==> config.mk <==
export PLATFORM = sky130hd
export DESIGN_NAME = peak_scan_unit
export DESIGN_NICKNAME = d
export VERILOG_FILES = /design/src/rtl/peak_scan_unit.sv
export SDC_FILE = /design/constraint.sdc
export NUM_CORES = 1
export LEC_CHECK = 0
export BUFFER_PORTS_ARGS = -buffer_cell sky130_fd_sc_hd__clkbuf_2
export CAP_MARGIN = 15
export CORE_ASPECT_RATIO = 0.6
export CORE_UTILIZATION = 30
export DETAILED_ROUTE_END_ITERATION = 10
export GPL_TIMING_DRIVEN = 0
export PLACE_DENSITY = 0.48
export SLEW_MARGIN = 20
export SYNTH_ARGS = -nofsm -noshare
export SYNTH_HDL_FRONTEND = slang
export SYNTH_SLANG_ARGS = --single-unit
==> constraint.sdc <==
create_clock -name clk_i -period 4.25 [get_ports clk_i]
set_input_delay 0.2125 -clock clk_i [delete_from_list [all_inputs] [get_ports clk_i]]
set_output_delay 0.2125 -clock clk_i [all_outputs]
set_load 0.05 [all_outputs]
==> src/rtl/peak_scan_unit.sv <==
`timescale 1ns/1ps
`default_nettype none
// ============================================================================
// Module   : peak_scan_unit
// Purpose  : Walks a programmable-length window of signed samples through a
//            req/ack read port. In peak mode it counts local peaks and tracks
//            the maximum. In valley mode it counts local valleys and tracks
//            the minimum.
// Ports    : clk_i / rst_ni          - clock, async active-low reset
//            start_i, mode_i         - scan request (level), 0=peak 1=valley
//            last_addr_i             - inclusive last window address
//            mem_req_o/addr_o        - read request and address
//            mem_ack_i/data_i        - read acknowledge with same-cycle data
//            busy_o, done_o          - scan in progress, completion pulse
//            res_valid_o             - count/extreme hold a final result
//            count_o, extreme_o      - peak/valley count, max/min sample
//            sign_o                  - res_valid & extreme sign bit
// Revision : 1.0 - initial release
// ============================================================================
module peak_scan_unit #(
  parameter int DW = 9,
  parameter int AW = 5
) (
  input  logic          clk_i,
  input  logic          rst_ni,
  input  logic          start_i,
  input  logic          mode_i,
  input  logic [AW-1:0] last_addr_i,
  output logic          mem_req_o,
  output logic [AW-1:0] mem_addr_o,
  input  logic          mem_ack_i,
  input  logic [DW-1:0] mem_data_i,
  output logic          busy_o,
  output logic          done_o,
  output logic          res_valid_o,
  output logic [AW-1:0] count_o,
  output logic [DW-1:0] extreme_o,
  output logic          sign_o
);

  typedef enum logic [1:0] {
    S_IDLE   = 2'd0,
    S_FETCH0 = 2'd1,
    S_FETCH  = 2'd2,
    S_HOLD   = 2'd3
  } state_t;

  state_t        state_q, state_d;
  logic          mode_q, mode_d;
  logic [AW-1:0] last_q, last_d;
  logic [AW-1:0] addr_q, addr_d;
  logic [AW-1:0] count_q, count_d;
  logic [DW-1:0] extreme_q, extreme_d;
  logic [DW-1:0] prev_q, prev_d;
  logic          flag_q, flag_d;
  logic          done_q, done_d;
  logic          res_valid_q, res_valid_d;

  // Signed comparisons at full sample width, so no wrap is possible.
  logic rise_w, fall_w, beyond_w;
  logic closes_w, opens_w;

  assign rise_w = $signed(mem_data_i) > $signed(prev_q);
  assign fall_w = $signed(mem_data_i) < $signed(prev_q);
  // "Beyond" means a new maximum in peak mode or a new minimum in valley mode.
  assign beyond_w = mode_q ? ($signed(mem_data_i) < $signed(extreme_q))
                           : ($signed(mem_data_i) > $signed(extreme_q));
  // A peak closes on a fall after a rise; a valley closes on a rise after a fall.
  assign closes_w = mode_q ? rise_w : fall_w;
  assign opens_w  = mode_q ? fall_w : rise_w;

  always_comb begin
    state_d     = state_q;
    mode_d      = mode_q;
    last_d      = last_q;
    addr_d      = addr_q;
    count_d     = count_q;
    extreme_d   = extreme_q;
    prev_d      = prev_q;
    flag_d      = flag_q;
    done_d      = 1'b0;
    res_valid_d = res_valid_q;

    case (state_q)
      S_IDLE: begin
        if (start_i) begin
          mode_d      = mode_i;
          last_d      = last_addr_i;
          count_d     = '0;
          flag_d      = 1'b0;
          res_valid_d = 1'b0;
          addr_d      = '0;
          state_d     = S_FETCH0;
        end
      end
      S_FETCH0: begin
        if (mem_ack_i) begin
          prev_d    = mem_data_i;
          extreme_d = mem_data_i;
          if (last_q == '0) begin
            // Single-sample window completes immediately.
            done_d      = 1'b1;
            res_valid_d = 1'b1;
            state_d     = S_HOLD;
          end else begin
            addr_d  = AW'(1);
            state_d = S_FETCH;
          end
        end
      end
      S_FETCH: begin
        if (mem_ack_i) begin
          if (closes_w && flag_q) count_d = count_q + AW'(1);
          if (closes_w) flag_d = 1'b0;
          else if (opens_w) flag_d = 1'b1;
          if (beyond_w) extreme_d = mem_data_i;
          prev_d = mem_data_i;
          if (addr_q == last_q) begin
            done_d      = 1'b1;
            res_valid_d = 1'b1;
            state_d     = S_HOLD;
          end else begin
            addr_d = addr_q + AW'(1);
          end
        end
      end
      S_HOLD: begin
        // A fresh scan requires start to be seen low first.
        if (!start_i) state_d = S_IDLE;
      end
      default: state_d = S_IDLE;
    endcase
  end

  always_ff @(posedge clk_i or negedge rst_ni) begin
    if (!rst_ni) begin
      state_q     <= S_IDLE;
      mode_q      <= 1'b0;
      last_q      <= '0;
      addr_q      <= '0;
      count_q     <= '0;
      extreme_q   <= '0;
      prev_q      <= '0;
      flag_q      <= 1'b0;
      done_q      <= 1'b0;
      res_valid_q <= 1'b0;
    end else begin
      state_q     <= state_d;
      mode_q      <= mode_d;
      last_q      <= last_d;
      addr_q      <= addr_d;
      count_q     <= count_d;
      extreme_q   <= extreme_d;
      prev_q      <= prev_d;
      flag_q      <= flag_d;
      done_q      <= done_d;
      res_valid_q <= res_valid_d;
    end
  end

  // Request decodes straight from state, so an async reset drops it at once.
  assign mem_req_o   = (state_q == S_FETCH0) || (state_q == S_FETCH);
  assign busy_o      = mem_req_o;
  assign mem_addr_o  = addr_q;
  assign done_o      = done_q;
  assign res_valid_o = res_valid_q;
  assign count_o     = count_q;
  assign extreme_o   = extreme_q;
  assign sign_o      = res_valid_q & extreme_q[DW-1];

endmodule
`default_nettype wire

Yosys cells after proc, flatten, opt, wreduce, memory -nomap -nowiden
Index checks and enable logic that the tools add are counted.
Operators by class
  add/subtract/negate cells: 2
  $lt $le $gt $ge: 4
  eq/ne operators: 15
  muxes and demuxes: 38
  bitwise gates (word level): 1
  reduce and logical (&&, ||, !) cells: 16
Operators by type and width (count)
  2-to-1 mux 5 bit: 7
  2-to-1 mux 9 bit: 3
  inequality test 2 bit, second input constant: 10
  greater-than comparator 9 bit: 2
  less-than comparator 9 bit: 2
  case mux 9 bit (2 select lines): 1
  2-to-1 mux 1 bit: 16
  case mux 5 bit (3 select lines): 1
  AND reduction 4 bit: 3
  AND reduction 6 bit: 2
  adder 5 x 1 -> 5 bit, second input constant: 2
  2-to-1 mux 2 bit: 5
  case mux 5 bit (2 select lines): 1
  case mux 2 bit (4 select lines): 1
  == test 5 bit: 1
  logical NOT 5 bit: 1
  AND reduction 5 bit: 1
  == test 2 bit, second input constant: 2
  case mux 1 bit (2 select lines): 2
  AND reduction 2 bit: 2
  nonzero test 2 bit: 2
  inequality test 3 bit, second input constant: 1
  case mux 1 bit (3 select lines): 1
  nonzero test 3 bit: 1
  other kinds (6): 6
Word-level totals
  bits in registers: 39
  input bits: 19
  output and inout port bits: 24
  logic and storage cells: 86

Longest topological paths before layout
Gate-level depths: netlist (run 1).
  depth after elaboration: 6
  depth in mapped cells: 10

Worst setup path before layout (run 1)
No wires, ideal clock.
  kind: reg2reg
  start point: reg extreme_q[6] (netlist: extreme_o[6])
  end point: reg extreme_q[4] (netlist: extreme_o[4])
  library setup time: 125 ps
  data arrival time: 2369 ps
  required time: 4125 ps
  setup slack: 1756 ps
  cell stages (with the launch flop): 10
  path buffers: 1
  path through: dfrtp_1 -> inv_1 -> ha_1 -> a211o_1 -> o221ai_1 -> a21oi_1 -> o21ai_0 -> o311a_1 -> buf_2 -> mux2_2
On the way
  word-level cells in the longest chain between the ends: 4
Ends and longest elaborated chain
  start, declared: RTL line 53  | logic [DW-1:0] extreme_q, extreme_d;
  start signal, assigned: RTL line 153  | extreme_q <= extreme_d;
  greater-than comparator 9 bit / less-than comparator 9 bit (equally long branches): RTL line 67, 66
  2-to-1 mux 1 bit *: RTL line 66  | assign beyond_w = mode_q ? ($signed(mem_data_i) < $signed(extreme_q))
  inequality test 2 bit (no source line) *
  AND reduction 4 bit (no source line) *
Every way passes the cells marked *; elsewhere a longest branch is shown, timed or not.
A chain may end at the register's enable or synchronous reset.

Worst setup path after layout (run 1)
  start point: reg prev_q[8]
  end point: reg count_q[0] (netlist: count_o[0])
On the way
  word-level cells in the longest chain between the ends: 5
Ends and longest elaborated chain
  start, declared: RTL line 54  | logic [DW-1:0] prev_q, prev_d;
  start signal, assigned: RTL line 154  | prev_q <= prev_d;
  less-than comparator 9 bit / greater-than comparator 9 bit (equally long branches): RTL line 64, 63
  2-to-1 mux 1 bit *: RTL line 69  | assign closes_w = mode_q ? rise_w : fall_w;
  logical AND 1 bit *: RTL line 113  | if (closes_w && flag_q) count_d = count_q + AW'(1);
  inequality test 2 bit (no source line) *
  AND reduction 4 bit (no source line) *
  end signal, assigned: RTL line 152  | count_q <= count_d;
  end, declared: RTL line 52  | logic [AW-1:0] count_q, count_d;
Marked as above.

==> results of run 1 <==
state kept, by name, indices dropped and copies added (netlist names):
signal / flops
extreme_o: 9
prev_q: 9
count_o: 5
last_q: 5
mem_addr_o: 5
state_q: 2
done_o: 1
flag_q: 1
mode_q: 1
res_valid_o: 1
where the power goes:
| group | switching (mW) | leakage, nW | internal, mW |
|---|---|---|---|
| Sequential | 0.118 | 0.483 | 0.525 |
| Combinational | 0.859 | 0.886 | 0.489 |
| Clock | 0.145 | 0.0769 | 0.274 |
| Total | 1.12 | 1.45 | 1.29 |
critical path: stages (launching register included):
cell and delay (ps):
dfrtp_1 340, inv_1 40, ha_1 340, and4_1 310, o311a_1 240, a211oi_4 60, o221a_2 280, nor2_2 280
mux2_4 330, a22o_1 180
kinds of logic after synthesis:
family | Yosys count | synth area share
compound gates | 49 | 0.136
xor+xnor | 5 | 0.0180
fa+ha+maj | 25 | 0.128
buf+inv | 29 | 0.0467
flops | 39 | 0.401
mux | 27 | 0.126
simple gates | 70 | 0.144
cells in the final DEF, fill, tap and decap left out, types with 2 or more instances in the layout:
cell / instances
mux2_2: 18
a31oi_1: 2
a41o_1: 2
nand3_1: 10
nand4_1: 2
and3_1: 3
a22o_1: 2
dfrtp_1: 39
o311a_1: 2
clkbuf_16: 5
o21a_1: 2
nand2_1: 20
ha_1: 25
buf_2: 2
nor3_1: 7
clkbuf_1: 4
inv_1: 23
o21ai_0: 17
nor2b_1: 4
clkbuf_2: 41
mux2_1: 8
and2_1: 2
o211ai_1: 5
nor2_1: 12
xor2_1: 5
a21oi_1: 10
a21o_1: 2
metrics by stage:
| stage | utilization | hold WS [ps] | area (um^2) | std cells | setup WS [ps] |
|---|---|---|---|---|---|
| 2_1_floorplan | - | -83.1 | 2440 | 244 | 1760 |
| 3_3_place_gp | 0.353 | 448 | 2780 | 394 | 1790 |
| 3_5_place_dp | 0.353 | 449 | 2780 | 394 | 1760 |
| 4_1_cts | 0.373 | 148 | 2940 | 401 | 1740 |
| 5_1_grt | 0.373 | 142 | 2940 | 401 | 1570 |
| 6_report | 0.373 | 58.7 | 2940 | 401 | 1750 |
worst min path at each step:
stage          startpoint                      to  cells after the start
3_5_place_dp       rst_ni  count_o[0]$_DFFE_PN0P_                      1
2_1_floorplan      rst_ni  count_o[0]$_DFFE_PN0P_                      0
3_3_place_gp       rst_ni  count_o[3]$_DFFE_PN0P_                      1
4_1_cts            rst_ni  count_o[3]$_DFFE_PN0P_                      1
5_1_grt            rst_ni  count_o[3]$_DFFE_PN0P_                      1
6_report           rst_ni  count_o[3]$_DFFE_PN0P_                      1
cell type report:
cell class / instances / share of cell area
Multi-Input combinational cell: 176 / 0.458
Sequential cell: 39 / 0.332
Timing Repair Buffer: 42 / 0.0715
Tap cell: 108 / 0.0460
Clock buffer: 6 / 0.0438
Inverter: 23 / 0.0294
Clock inverter: 1 / 0.0102
Buffer: 6 / 0.00936
per-layer routing:
layer	up-vias	global-route usage	routed length, um
li1	975	-	-
met4	0	0.0470	48
met3	4	0.0295	129
met5	-	0	0
met1	875	0.218	3180
met2	23	0.192	2100
==> metrics.md, run 1 <==
| Metric | Value |
|---|---|
| Result of the run | completed |
| Top area cells in the synthesized netlist | dfrtp_1 (40%), ha_1 (13%), mux2_2 (8.3%), mux2_1 (3.7%), inv_1 (3.5%) |
| Leading post-synthesis cells by instance count | dfrtp_1 (39), ha_1 (25), inv_1 (23), nand2_1 (20), mux2_2 (18) |
| Height of the die | 71.8 um |
| Fill cells | 816 |
| Cts bufs inserted | 5 |
| Clock latency on the worst-skew pair | between 200 and 300 ps |
| Clock-pin slew on the worst setup and hold paths | 60 ps |
| Sequential cell area | 976 um^2 |
| Cell type with the highest aggregate area in the netlist | dfrtp_1 |
| Critical path startpoint category | flop |
| Worst R2R Setup Slack | about 1800 ps |
| Synthesized instance count | 244 |
| Final-report hold violation count | 0 |
| Wire length per cell | ~14 um |
| Leak pwr | 1.45 nW |
| Critical path peak fanout | 7 |
| Worst Setup Path Type | flop to flop |
| Class of the tightest hold or removal check | primary input to asynchronous set/reset pin |
| Share of the yosys chip area belonging to registers | 0.401 |
| Post-route fraction of the period consumed by the critical path | 0.587 |
| Dominant cell by count in the synthesized netlist | dfrtp_1 |
| Width of the die | 118 um |
| Slew at the pin closest to its max-slew limit | 891 ps |
| Area share of the leading cell type in the synthesized netlist | 0.401 |
| Origin of the critical flop-to-flop path | prev_q[8]$_DFFE_PN0P_ |
| Cell area after synthesis | approximately 0.0024 mm^2 |
| Final-layout setup total negative slack | 0 ps |
| Antenna-violating nets left | 0 |
| Capturing instance or port of the critical path | count_o[0]$_DFFE_PN0P_ |
| Detailed router's first-iteration violation count | around 140 |
| Antenna violations before repair | 0 |
| Clock sink total | 39 |
| CP endpoint kind | flop |
| Number of buffers inserted by post-CTS setup repair | 0 |
| GRT Resource Usage Total | 0.142 |
| Number of cells on the worst reg-to-reg path | 9 |
| Proportion of layout cells with a drive suffix above 1 | 0.253 |
| Max Clock Freq | around 400 MHz |
| Total of buffers placed on input and output ports | 42 |
| Post-CTS resize count | 0 |
| Cell at the root of the clock tree | clkbuf_16 |
| WP data arrival | 2660 ps |
| Boundary Pins | 43 |
| Required time at the endpoint of the critical path | 4420 ps |
| Drt via density | 4.68 |
| Largest net degree at the start of global routing | 40 |
| Area taken by multi-input logic gates | 0.00135 mm^2 |
| Start point of the critical path | prev_q[8]$_DFFE_PN0P_ |
| Gpl congestion | 0.786 |
| Final worst clock skew | about 5.8 ps |
| Max-cap viol count | 0 |
| Detailed-routing iteration count for the pre-antenna-repair pass | 4 |
| Power Density | 820 mW/mm^2 |
| TritonCTS clock tree | done |
| Total number of placement rows | 25 |
| Synth warnings | 0 |
| Worst slew margin | 0.406 |
| Remaining Overflow, GRT | 0 |
| Wire length of the first global-routing pass | 9250 um |
| Final net count | 337 |
| Core ar. | 0.00788 mm^2 |
| Setup repair after global routing missed its margin | no |
| Time the final worst path needs with I/O delays and setup | 2500 ps |
| Max IR drop VDD | 0.000344 V |
| Max H-tree Level | 2 |
| Synthesized netlist net count | about 290 |
| Number of buffers on the longest clock path | 2 |
| Fraction of synthesis flops using an asynchronous set or reset pin | 1.00 |
| Final number of setup-violating endpoints | 0 |
| Capturing point of the worst reg2reg path | count_o[0]$_DFFE_PN0P_ |
| Overall power of the completed layout | 2.41 mW |
| Top flip-flop cell by instance count after synthesis | dfrtp_1 |
| Antenna Diode Count | 0 |
| Synth-to-Final Area Change | 20.7% |
| Die area | 0.00850 mm^2 |
| Total Wirelength | 5460 um |
| Number of flip-flops and latches in the synthesized netlist | 39 |
| Number of hold buffers added after cts | 0 |
| Effective utilization at floorplan | 0.309 |
| Number of enable flip-flop cells after synthesis | 0 |
| Routed via count | ~1.9k |
| Vias in the first global route | 1,761 |
| Mean instance size in the synthesized netlist | 9.98 um^2 |
| Dpl hpwl | 4170 um |
| Synth cell types | 43 |
| Post-route DRC violation count | 0 |
| Count of final max-slew check failures | 0 |
No activity file was read; power rests on OpenSTA's default activity.
==> run 2, diff against run 1 <==
ABC_AREA = 1   (was unset)
PLACE_DENSITY = 0.5   (was 0.48)
clock period = 2.2 ns   (was 4.25 ns; I/O delays follow)
==> run 2 against run 1 <==
  * The flow now finishes with violations (hold timing)
  * Register-to-register slack worse by 1500 ps
  * Non-clock buffer count is 2 lower
  * Global-route usage up 0.46 points
  * Core utilization up 0.28 points
  * Clock power is 75% higher
  * Flip-flop and latch count did not move
  * Critical path type unchanged
  * Highest routed layer unchanged
==> metrics.md, run 2 <==
| Metric | Value |
|---|---|
| Final-layout setup total negative slack | 0 ps (unchanged) |
| Setup repair after global routing missed its margin | no |
| Synth warnings | 0 (unchanged) |
| Final number of setup-violating endpoints | 0 (unchanged) |
| Most common library cell in the layout ignoring fill and taps | nand2_1 |
| Max IR drop VDD | 0.000507 V (+48%) |
| Fill cells | 849 (+4.0%) |
| Worst slew margin | 0.384 (-0.0217) |
| Dpl hpwl | 4460 um (+6.9%) |
| Synth cell types | 31 (-28%) |
| Cell area after synthesis | 0.00252 mm^2 (+3.4%) |
| Cell type with the highest aggregate area in the netlist | dfrtp_1 |
| Area share of the leading cell type in the synthesized netlist | 0.387 (-0.0133) |
| Worst Setup Path Type | flop to flop |
| Wire length per cell | 12.5 um (-7.8%) |
| Antenna-violating nets left | 0 (unchanged) |
| Max-cap viol count | 0 (unchanged) |
| CP endpoint kind | flop |
| Top area cells in the synthesized netlist | dfrtp_1 (39%), ha_1 (12%), nand2_1 (11%), inv_1 (6.6%), nand3_1 (5.6%) |
| Vias in the first global route | 1,976 (+12%) |
| WP data arrival | 2160 ps (-500 ps) |
| Remaining Overflow, GRT | 0 (unchanged) |
| Critical path peak fanout | 10 (+3) |
| Fraction of synthesis flops using an asynchronous set or reset pin | 1.00 (unchanged) |
| Antenna violations before repair | 0 (unchanged) |
| Antenna Diode Count | 0 (unchanged) |
| Total Wirelength | 5930 um (+8.7%) |
| Post-CTS resize count | 0 (unchanged) |
| Detailed-routing iteration count for the pre-antenna-repair pass | 4 (unchanged) |
| Boundary Pins | 43 (unchanged) |
| Core ar. | 0.00801 mm^2 (+1.6%) |
| Result of the run | finished with violations |
| Gpl congestion | 0.790 (+0.43%) |
| Wire length of the first global-routing pass | 9860 um (+6.6%) |
| Commonest non-fill, non-tap cells in the layout | nand2_1 (71), inv_1 (44), clkbuf_2 (41) |
| TritonCTS clock tree | done |
| Number of flip-flops and latches in the synthesized netlist | 39 (unchanged) |
| Mean instance size in the synthesized netlist | 7.97 um^2 (-20%) |
| Power Density | 1500 mW/mm^2 (+83%) |
| Clock sink total | 39 (unchanged) |
| Final-report hold violation count | 39 (+39) |
| Width of the die | 120 um (+1.7%) |
| Cts bufs inserted | 5 (unchanged) |
| Count of final max-slew check failures | 0 (unchanged) |
| Clock-pin slew on the worst setup and hold paths | 60 ps (about the same) |
| Largest net degree at the start of global routing | 40 (unchanged) |
| Number of buffers on the longest clock path | 2 (unchanged) |
| Number of enable flip-flop cells after synthesis | 0 (unchanged) |
| Clock latency on the worst-skew pair | 280 ps (about the same) |
| Total of buffers placed on input and output ports | 42 (unchanged) |
| Start point of the critical path | state_q[0]$_DFFE_PN0P_ |
| Final worst clock skew | 3.89 ps (-1.92 ps) |
| Critical path startpoint category | flop |
| Height of the die | 73.0 um (+1.7%) |
| Max H-tree Level | 2 (unchanged) |
| Number of buffers inserted by post-CTS setup repair | 0 (unchanged) |
| Smallest hold slack | -36.5 ps (-95.2 ps) |
| Time the final worst path needs with I/O delays and setup | 1990 ps (-505 ps) |
| Detailed router's first-iteration violation count | 93 (-34%) |
| Leak pwr | 1.61 nW (+11%) |
| Effective utilization at floorplan | 0.315 (+0.00564) |
| Required time at the endpoint of the critical path | 2370 ps (-2050 ps) |
| Class of the tightest hold or removal check | primary input to asynchronous set/reset pin |
| Origin of the critical flop-to-flop path | state_q[0]$_DFFE_PN0P_ |
| Violations in the final reports | hold timing |
| Share of the yosys chip area belonging to registers | 0.387 (-0.0133) |
| Cell at the root of the clock tree | clkbuf_16 |
| Slew at the pin closest to its max-slew limit | 923 ps (+32.6 ps) |
| Top flip-flop cell by instance count after synthesis | dfrtp_1 |
| Post-route fraction of the period consumed by the critical path | 0.905 (+0.318) |
| Dominant cell by count in the synthesized netlist | nand2_1 |
| Final net count | 409 (+21%) |
| Die area | 0.00878 mm^2 (+3.4%) |
| Proportion of layout cells with a drive suffix above 1 | 0.192 (-0.0608) |
| Leading post-synthesis cells by instance count | nand2_1 (71), inv_1 (44), dfrtp_1 (39), nand3_1 (28), nor2_1 (28) |
| Drt via density | 4.62 (-1.3%) |
| Max Clock Freq | 502 MHz (+25%) |
| Synth-to-Final Area Change | 19.4% |
| Routed via count | 2,185 (+16%) |
| GRT Resource Usage Total | 0.146 (+0.00460) |
| Post-Layout Cell Count | 473 (+18%) |
| Post-route DRC violation count | 0 (unchanged) |
| Total number of placement rows | 25 (unchanged) |
| Number of hold buffers added after cts | 0 (unchanged) |
| Synthesized netlist net count | 360 (+25%) |
| Synthesized instance count | 316 (+30%) |
| Cells after DPL | 466 (+18%) |
## run 2: changes by cell type in the layout (fill, tap and decap cells not counted), sizes merged, moves of 3 or more
cell    previous run  this run
nand2             20        78
mux2              27         3
nand3             10        32
inv               23        44
nor2              13        31
a21oi             10        23
nor3               7         1
o21ai             17        11
nand4              2         7
o211ai             5         0
nor2b              4         0
and3               3         0
## run 2: final cells by class
type | instances | area (um^2) | share of cell area
Tap cell | 108 | 135 | 0.0449
Clock inverter | 1 | 5.00 | 0.00166
Buffer | 4 | 22.5 | 0.00748
Clock buffer | 6 | 139 | 0.0462
Sequential cell | 39 | 976 | 0.324
Timing Repair Buffer | 42 | 210 | 0.0699
Multi-Input combinational cell | 229 | 1360 | 0.451
Inverter | 44 | 165 | 0.0549
## run 2: worst paths after layout
check	cells past startpoint	slack, ps	endpoint
max reg2reg	8	210	extreme_o[2]$_DFFE_PN0P_
min in group clk_i	2	60	last_q[2]$_DFFE_PN0P_
max in group asynchronous	1	1660	prev_q[0]$_DFFE_PN0P_
min reg2reg	2	500	extreme_o[6]$_DFFE_PN0P_
min	1	-40	extreme_o[6]$_DFFE_PN0P_
max	8	210	extreme_o[2]$_DFFE_PN0P_
## run 2: critical path, stage by stage, from the launching register on
cell and delay [ps]:
dfrtp_1 420, inv_1 120, ha_1 190, buf_4 220
o21a_1 140, buf_1 460, nand2_4 180, nand2_1 100
nand2_1 50
## run 2: cells by family (layout without fill, tap and decap cells)
logic type | count (synthesis) | in the layout | synth area share
DFF | 39 | 39 | 0.387
muxes | 3 | 3 | 0.0134
AOI/OAI and AO/OA | 42 | 42 | 0.0904
buffers and inverters | 48 | 97 | 0.0745
adders and majority gates | 25 | 25 | 0.124
and+or+nand+nor | 152 | 152 | 0.286
xor gates and xnor gates | 7 | 7 | 0.0243
## run 2: metrics by stage
| stage | hold WS (ps) | setup WS (ps) | power, mW | cell area [um^2] | utilization |
|---|---|---|---|---|---|
| floorplan | -186 | 204 | 3.21 | 2520 | - |
| global placement | 344 | 221 | 3.77 | 2870 | 0.358 |
| detailed placement | 347 | 222 | 3.79 | 2870 | 0.358 |
| CTS | 51.0 | 228 | 4.55 | 3010 | 0.376 |
| global route | 51.5 | 39.5 | 4.90 | 3010 | 0.376 |
| finish | -36.5 | 209 | 4.51 | 3010 | 0.376 |
## run 2: routing by layer
layer / global-route usage / part of all wire
met3: 0.0281 / 0.037
met5: 0 / 0
met2: 0.202 / 0.40
met1: 0.227 / 0.56
met4: 0.0412 / 0.011
## run 2: report_power, final
| group | internal [mW] | switching (mW) | total [mW] |
|---|---|---|---|
| clock network | 0.443 | 0.289 | 0.732 |
| registers | 0.996 | 0.208 | 1.20 |
| logic | 0.786 | 1.79 | 2.58 |
| total | 2.22 | 2.29 | 4.51 |
==> run 3, diff against run 2 <==
PLACE_DENSITY = 0.48   (was 0.5)
clock period = 2.1 ns   (was 2.2 ns; I/O delays follow)
==> run 3 against run 2 <==
  * Global-route usage grew 0.15 points
  * Sequential share of layout area shrank 0.11 points
  * Maximum frequency increased by 4.0%
  * Largest cell class unchanged
  * Count of clock-buffer cells in the layout increased by 2
  * Largest power group unchanged
  * Critical path type unchanged
  * Total power rose by 5.4%
  * The flow still finishes with violations (hold timing)
  * Critical path depth increased by 1
  * First-iteration DRC count grew 11%
  * Core utilization is 0.13 points higher
  * Flip-flop and latch count did not move
  * Sequential power increased by 5%
  * Hold slack worse by 29 ps
==> metrics.md, run 3 (same netlist as run 2, synthesis figures left out) <==
| Metric | Value |
|---|---|
| Fill cells | 867 (+2.1%) |
| Dpl hpwl | 4560 um (+2.2%) |
| Core ar. | 0.00801 mm^2 (unchanged) |
| Max-cap viol count | 0 (unchanged) |
| Cell at the root of the clock tree | clkbuf_16 |
| Antenna violations before repair | 0 (unchanged) |
| Final number of setup-violating endpoints | 0 (unchanged) |
| Worst Setup Path Type | flop to flop |
| Wire length of the first global-routing pass | 9960 um (+0.97%) |
| Antenna Diode Count | 0 (unchanged) |
| Detailed router's first-iteration violation count | 103 (+11%) |
| Total of buffers placed on input and output ports | 42 (unchanged) |
| Drt via density | 4.51 (-2.3%) |
| Clock sink total | 39 (unchanged) |
| Final-report hold violation count | 39 (unchanged) |
| Area taken by multi-input logic gates | 0.00136 mm^2 (unchanged) |
| Largest net degree at the start of global routing | 40 (unchanged) |
| Critical-path cell list | inv_1, ha_1, inv_1, nor2_1, a21oi_1, o21a_1, nand2_4, nand2_1, nand2_1 |
| Proportion of layout cells with a drive suffix above 1 | 0.195 (+0.00274) |
| Result of the run | finished with violations |
| Count of final max-slew check failures | 0 (unchanged) |
| Boundary Pins | 43 (unchanged) |
| Gpl congestion | 0.806 (+2.1%) |
| Origin of the critical flop-to-flop path | state_q[0]$_DFFE_PN0P_ |
| Cts bufs inserted | 5 (unchanged) |
| Number of buffers inserted by post-CTS setup repair | 0 (unchanged) |
| Critical-path top delay cell | dfrtp_1 |
| Final worst clock skew | 2.54 ps (-1.35 ps) |
| Worst R2R Setup Slack | 180 ps (-20 ps) |
| Worst setup slack after layout | 185 ps (-23.9 ps) |
| Commonest non-fill, non-tap cells in the layout | nand2_1 (71), inv_1 (44), clkbuf_2 (42) |
| GRT Resource Usage Total | 0.148 (+0.00150) |
| Violations in the final reports | hold timing |
| Post-route fraction of the period consumed by the critical path | 0.912 (+0.00686) |
| Sequential cell area | 976 um^2 (unchanged) |
| Setup repair after global routing missed its margin | no |
| Final net count | 408 (-0.24%) |
| Max H-tree Level | 2 (unchanged) |
| Time the final worst path needs with I/O delays and setup | 1920 ps (-76.1 ps) |
| Effective utilization at floorplan | 0.315 (unchanged) |
| Final-layout setup total negative slack | 0 ps (unchanged) |
| Wire length per cell | 12.6 um (+0.20%) |
| Class of the tightest hold or removal check | primary input to asynchronous set/reset pin |
| Routed via count | 2,135 (-2.3%) |
| TritonCTS clock tree | done |
| Post-route DRC violation count | 0 (unchanged) |
| Critical path peak fanout | 7 (-3) |
| Slew at the pin closest to its max-slew limit | 908 ps (-14.9 ps) |
| WP data arrival | 2080 ps (-80 ps) |
| Synth-to-Final Area Change | 19.8% |
| Detailed-routing iteration count for the pre-antenna-repair pass | 4 (unchanged) |
| Worst slew margin | 0.394 (+0.00993) |
| Total Wirelength | 5950 um (+0.20%) |
| Post-CTS resize count | 0 (unchanged) |
| Placement-stage worst setup slack | 86.1 ps (-136 ps) |
| Max IR drop VDD | 0.000516 V (+1.6%) |
| Required time at the endpoint of the critical path | 2270 ps (-100 ps) |
| Number of cells on the worst reg-to-reg path | 9 (+1) |
| Clock-pin slew on the worst setup and hold paths | 60 ps (about the same) |
| Clock latency on the worst-skew pair | 280 ps (about the same) |
| Start point of the critical path | state_q[0]$_DFFE_PN0P_ |
| Max Clock Freq | 522 MHz (+4.0%) |
| Power Density | 1580 mW/mm^2 (+5.0%) |
| CP endpoint kind | flop |
| Capturing point of the worst reg2reg path | count_o[1]$_DFFE_PN0P_ |
| Number of hold buffers added after cts | 0 (unchanged) |
| Vias in the first global route | 2,004 (+1.4%) |
| Critical Path Max Stage Delay | 410 ps (-50 ps) |
| Remaining Overflow, GRT | 0 (unchanged) |
| Antenna-violating nets left | 0 (unchanged) |
| Smallest hold slack | -65.2 ps (-28.7 ps) |
| Die area | 0.00878 mm^2 (unchanged) |
| Width of the die | 120 um (unchanged) |
| Leak pwr | 1.61 nW (+0.37%) |
| Number of buffers on the longest clock path | 2 (unchanged) |
| Height of the die | 73.0 um (unchanged) |
| Total number of placement rows | 25 (unchanged) |
| Most common library cell in the layout ignoring fill and taps | nand2_1 |
| Critical path startpoint category | flop |
-- run 3: changes by cell type in the layout (fill, tap and decap cells not counted) --
cell      previous run  this run
clkbuf_8             1         2
buf_1                1         0
clkinv_2             1         0
clkbuf_2            41        42
-- run 3: final cells by class --
cell class,instances,area share
inverter,44,0.0547
multi-input combinational,229,0.449
tap,108,0.0448
timing repair buffer,42,0.0696
buffer,3,0.00663
clock buffer,8,0.0518
sequential,39,0.323
-- run 3: report_power, final --
| part | switching (mW) | internal (mW) |
|---|---|---|
| clock network | 0.295 | 0.506 |
| logic | 1.88 | 0.822 |
| registers | 0.213 | 1.04 |
-- run 3: worst max-delay path: cells and delay by family, from the launching register on --
kind	cells	cell delay [ps]
AOI/OAI and AO/OA	2	540
and+or+nand+nor	4	310
DFF	1	410
adders and majority gates	1	230
buffers and inverters	2	300
-- run 3: metrics by stage --
step | util | area [um^2] | std cells | power (mW) | hold WS, ps
5_1_grt | 0.377 | 3020 | 473 | 5.20 | 40.1
4_1_cts | 0.377 | 3020 | 474 | 4.81 | 36.2
6_report | 0.377 | 3020 | 473 | 4.76 | -65.2
3_3_place_gp | 0.358 | 2870 | 466 | 3.95 | 338
2_1_floorplan | - | 2520 | 316 | 3.37 | -191
3_5_place_dp | 0.358 | 2870 | 466 | 3.99 | 345
-- run 3: metal layers --
layer / up-vias / global-route usage / share of wire
li1: 1125 / - / -
met1: 978 / 0.228 / 0.57
met2: 28 / 0.200 / 0.39
met3: 4 / 0.0375 / 0.032
met4: 0 / 0.0370 / 0.0067
met5: - / 0 / 0
-- run 3: worst max path at each step --
stage | slack (ps) | end
floorplan | 100 | extreme_o[8]$_DFFE_PN0P_
detailed placement | 90 | prev_q[0]$_DFFE_PN0P_
global route | 10 | extreme_o[1]$_DFFE_PN0P_
global placement | 120 | extreme_o[3]$_DFFE_PN0P_
CTS | 80 | extreme_o[0]$_DFFE_PN0P_
finish | 180 | count_o[1]$_DFFE_PN0P_
